==> config.mk <==
export PLATFORM = sky130hd
export DESIGN_NAME = flexbex_prefetch_queue
export DESIGN_NICKNAME = d
export VERILOG_FILES = /design/src/rtl/flexbex_prefetch_queue.sv
export SDC_FILE = /design/constraint.sdc
export NUM_CORES = 1
export LEC_CHECK = 0
export BUFFER_PORTS_ARGS = -buffer_cell sky130_fd_sc_hd__buf_4
export CORE_UTILIZATION = 50
export CTS_CLUSTER_SIZE = 25
export DETAILED_ROUTE_END_ITERATION = 8
export PLACE_DENSITY_LB_ADDON = 0.3
export SLEW_MARGIN = 30
export SYNTH_ARGS = -nofsm -noshare
export SYNTH_HDL_FRONTEND = slang
export SYNTH_SLANG_ARGS = --single-unit
export TNS_END_PERCENT = 5
==> constraint.sdc <==
create_clock -name clk -period 3.1 [get_ports clk]
set_input_delay 0.62 -clock clk [delete_from_list [all_inputs] [get_ports clk]]
set_output_delay 0.62 -clock clk [all_outputs]
set_load 0.02 [all_outputs]
==> src/rtl/flexbex_prefetch_queue.sv <==
// flexbex_prefetch_queue: instruction prefetch FIFO with multiple outstanding fetches, branch flush and stale-response discard; ports: req/branch/addr/ready in, valid/rdata/addr out, instr_* memory bus, busy/fill status
module flexbex_prefetch_queue #(
  parameter int DEPTH           = 4,
  parameter int MAX_OUTSTANDING = 2,
  parameter int ADDR_W          = 32,
  parameter int DATA_W          = 32
) (
  input  logic                         clk,
  input  logic                         rst,
  input  logic                         req_i,
  input  logic                         branch_i,
  input  logic [ADDR_W-1:0]            addr_i,
  input  logic                         ready_i,
  output logic                         valid_o,
  output logic [DATA_W-1:0]            rdata_o,
  output logic [ADDR_W-1:0]            addr_o,
  output logic                         instr_req_o,
  output logic [ADDR_W-1:0]            instr_addr_o,
  input  logic                         instr_gnt_i,
  input  logic                         instr_rvalid_i,
  input  logic [DATA_W-1:0]            instr_rdata_i,
  output logic                         busy_o,
  output logic [$clog2(DEPTH+1)-1:0]   fill_o
);
  localparam int STRIDE = DATA_W / 8;
  localparam int PW = $clog2(DEPTH);
  localparam int FW = $clog2(DEPTH + 1);
  localparam int OW = $clog2(MAX_OUTSTANDING + 1);
  localparam int CW = FW + 1;
  logic [ADDR_W-1:0] fetch_addr_q, fetch_addr_d, head_addr_q, head_addr_d, target;
  logic [OW-1:0] out_q, out_d, disc_q, disc_d;
  logic [FW-1:0] fill_q, fill_d;
  logic [PW-1:0] rd_q, wr_q;
  logic [DATA_W-1:0] mem_q [DEPTH];
  logic [CW-1:0] live;
  logic gnt, rvalid, push, pop;
  assign target = addr_i & ~ADDR_W'(STRIDE - 1);
  always_comb begin
    // a branch flushes the FIFO and turns every in-flight response stale, so nothing live remains
    live = branch_i ? CW'(0) : CW'(fill_q) + CW'(out_q) - CW'(disc_q);
    instr_req_o = ~rst & req_i & (live < CW'(DEPTH)) & (out_q < OW'(MAX_OUTSTANDING));
    instr_addr_o = branch_i ? target : fetch_addr_q;
    gnt = instr_req_o & instr_gnt_i;
    rvalid = instr_rvalid_i & (out_q != '0);
    push = rvalid & (disc_q == '0) & ~branch_i;
    pop = (fill_q != '0) & ready_i & ~branch_i;
    out_d = out_q + OW'(gnt) - OW'(rvalid);
    disc_d = branch_i ? out_q - OW'(rvalid) : disc_q - OW'(rvalid && disc_q != '0);
    fill_d = branch_i ? '0 : fill_q + FW'(push) - FW'(pop);
    head_addr_d = branch_i ? target : pop ? head_addr_q + ADDR_W'(STRIDE) : head_addr_q;
    // a grant in the branch cycle already belongs to the new stream
    fetch_addr_d = gnt ? instr_addr_o + ADDR_W'(STRIDE) : branch_i ? target : fetch_addr_q;
  end
  always_ff @(posedge clk or posedge rst) begin
    if (rst) begin
      fetch_addr_q <= '0;
      head_addr_q <= '0;
      out_q <= '0;
      disc_q <= '0;
      fill_q <= '0;
      rd_q <= '0;
      wr_q <= '0;
    end else begin
      fetch_addr_q <= fetch_addr_d;
      head_addr_q <= head_addr_d;
      out_q <= out_d;
      disc_q <= disc_d;
      fill_q <= fill_d;
      rd_q <= branch_i ? '0 : pop ? rd_q + PW'(1) : rd_q;
      wr_q <= branch_i ? '0 : push ? wr_q + PW'(1) : wr_q;
    end
  end
  always_ff @(posedge clk) begin
    if (push) mem_q[wr_q] <= instr_rdata_i;
  end
  assign valid_o = fill_q != '0;
  assign rdata_o = valid_o ? mem_q[rd_q] : '0;
  assign addr_o = head_addr_q;
  assign fill_o = fill_q;
  assign busy_o = instr_req_o | (out_q != '0);
  a_no_overflow: assert property (@(posedge clk) disable iff (rst) !(push && !pop && fill_q == FW'(DEPTH)));
endmodule

==> impl_metrics.json <==
{
  "status": "finished with violations",
  "violations": "DRC, setup timing",
  "cp_data_required_time_ps": 2480,
  "port_buffers": 168,
  "grt_max_degree": 101,
  "fillCellCount": 1389,
  "drive_above_1_share_pct": 30.97,
  "rsz0062_at_grt": "true",
  "clockRootBuffer": "clkbuf_16",
  "synth_edf_count": 128,
  "io_pins": 173,
  "path_clk_slew_ps": 60,
  "grt_pass1_vias": 6099,
  "grt_antenna_before_repair": 0,
  "syn_area_per_cell_sq_um": 13.23,
  "syn_inst": 709,
  "instances_no_fill": 1130,
  "synth_area_sq_mm": 0.009378,
  "area_growth_pct": 24.20,
  "reg2reg_slack_ps": 300,
  "wl_per_cell_um": 18.05,
  "netlist-cell-type-count": 57,
  "ys_seq_area_share_pct": 60.47,
  "fmax_mhz": 311.6,
  "drv_slew": 0,
  "clock_latency_ps": 500,
  "start_kind": "register",
  "cts_tree": "yes",
  "grt.overflow.total": 0,
  "first_pass_iters": 8,
  "grt_pass1_wl_um": 32130,
  "synthFlopType": "edfxtp_1",
  "design_area_sq_mm": 0.01165,
  "dieHeight_um": 139.0,
  "via_per_inst": 5.406,
  "numCtsBuffers": 22,
  "post_dp_cell_area_sq_mm": 0.01094,
  "dp_slack_ps": 160.2,
  "h-tree-depth": 1,
  "critPathCaptureType": "output pin",
  "die_w_um": 139.0,
  "p_leak_nw": 4.648,
  "route.detailed.drc": 10,
  "hpwlAfterDp_um": 13740,
  "fin_setup_tns_ps": -208.4,
  "power_mw": 8.194,
  "drt_iter0_drc": 474,
  "timing.final.crit_share_pct": 103.5,
  "final_common_cell": "buf_4",
  "ys_ff_latch": 201,
  "rows": 49,
  "criticalPathCategory": "reg2out",
  "ys_async_sr_fraction_pct": 36.32,
  "path_max_fanout": 4,
  "drt-total-wl_um": 20400,
  "layout_common_cells": "buf_4 (183), edfxtp_1 (128), dfrtp_1 (72)",
  "setup_viol": 2,
  "post-route-min-period_ps": 3210,
  "clockBufferDepth": 3,
  "slew_headroom_pct": 58.42,
  "crit_arrival_ps": 2590,
  "nNetsFinal": 974,
  "peakVddDrop_mv": 0.5911,
  "ys_warn_count": 0,
  "skew_ps": 14.36,
  "core-area_sq_mm": 0.01815,
  "worst_slack_ps": -109.6,
  "powerDensity_mw_per_mm2": 703.5,
  "diodes": 0,
  "place_inst": 1089,
  "clkSinkCount": 201,
  "num_vias": 6109,
  "holdBufCountCts": 0,
  "finalHoldViolations": 0,
  "worstMarginPinSlew_ps": 622.1,
  "drtAntennaViolNets": 0,
  "maxCapViolCount": 0,
  "start_util_pct": 51.68,
  "worst_r2r_path_depth": 13,
  "place.gp.congestion": 0.8396,
  "hp-class": "in2async",
  "grt_usage_pct": 21.29,
  "dieArea_sq_mm": 0.01931
}
[final timing paths]
check | from | endpoint
min in group clk | instr_rdata_i[25] | mem_q[1][25]$_DFFE_PP_
max in group asynchronous | rst | addr_o[17]$_DFFE_PP0N_
worst max-delay path | fill_o[1]$_DFF_PP0_ | busy_o
worst min register to register | fetch_addr_q[0]$_DFF_PP0_ | fetch_addr_q[0]$_DFF_PP0_
worst max register to register | fill_o[1]$_DFF_PP0_ | out_q[1]$_DFF_PP0_
worst min-delay path | rst | fetch_addr_q[11]$_DFF_PP0_
[power breakdown]
group / leakage [nW] / switching [mW] / internal, mW
clock: 0.325 / 0.990 / 1.43
sequential: 2.05 / 0.163 / 3.06
combinational: 2.27 / 1.40 / 1.15
[registers in the layout, summed over array words and instances (netlist names)]
name and count:
fetch_addr_q 32, addr_o 30, disc_q 2, out_q 2, wr_q 2, fill_o 3
mem_q 128, rd_q 2
[final cells by class]
type                            count  area (sq um)  area share [%]
Clock inverter                      9         63.81          0.5479
Sequential cell                   201          5672           48.69
Tap cell                          229         286.5           2.460
Inverter                           50         187.7           1.611
Multi-Input combinational cell    423          3379           29.01
Clock buffer                       30         601.8           5.167
Timing Repair Buffer              188          1456           12.50
[timing repair]
action                                  4_1_cts  5_1_grt
gates resized for setup                       7        0
pin swaps                                     1        0
setup buffers                                 2        0
endpoints found under the setup margin        2        2
[cells in the mapped netlist, types with 2 or more instances]
library cell	count	share of area, %
a21o_1	2	0.16
a22oi_1	2	0.16
a31oi_1	3	0.20
and2_1	5	0.33
and3_1	4	0.27
and4_1	3	0.28
buf_2	7	0.37
buf_4	7	0.56
buf_6	2	0.24
clkbuf_1	19	0.76
dfrtp_1	73	19
edfxtp_1	128	41
fa_1	2	0.43
ha_1	15	2.0
inv_1	50	2.0
mux2_2	2	0.24
mux2i_1	7	0.75
mux4_2	32	7.7
nand2_1	63	2.5
nand2b_1	3	0.20
nand3_1	21	1.1
nand3b_1	6	0.48
nand4_1	15	1.0
nand4_2	3	0.40
nand4b_1	2	0.19
nor2_1	18	0.72
nor2b_1	39	2.6
nor3_1	10	0.53
nor4_1	14	0.93
nor4_4	2	0.45
nor4b_2	3	0.48
o21ai_0	46	2.5
o21ai_1	7	0.37
o21ai_2	2	0.19
o22ai_1	2	0.13
o31ai_1	2	0.16
or2_2	2	0.13
xnor2_1	33	3.1
xor2_1	35	3.3
[critical path: stages (launching register included)]
cell	delay, ps
dfrtp_1	370
inv_2	70
fa_1	520
inv_1	40
ha_1	260
nand3b_1	150
a211oi_2	330
o21ai_4	120
nand3_2	120
buf_6	120
[stage by stage]
stage,utilization (%),hold slack [ps]
floorplan,-,481.6
global placement,60.24,510.9
detailed placement,60.27,516.6
CTS,64.18,133.5
global route,64.18,163.1
finish,64.18,135.1
[kinds of logic (layout without fill, tap and decap cells)]
family,Yosys count,in the layout,synth area share (%)
other,1,2,0.03999
adder cells (fa/ha/maj),17,17,2.428
flip-flops,201,201,60.47
multiplexers,41,41,8.672
AO/OA/AOI/OAI,76,76,4.790
XOR/XNOR,68,68,6.351
buffers and inverters,86,277,3.976
AND/OR/NAND/NOR,219,219,13.28
[metal layers]
| layer | global-route usage, % | vias up | part of all wire, % |
|---|---|---|---|
| met1 | 28.18 | 2995 | 43 |
| li1 | - | 2908 | - |
| met4 | 6.784 | 0 | 2.9 |
| met3 | 3.315 | 42 | 4.4 |
| met2 | 36.23 | 164 | 50 |
| met5 | 0 | - | 0 |
Power figures use the tool's default switching activity.
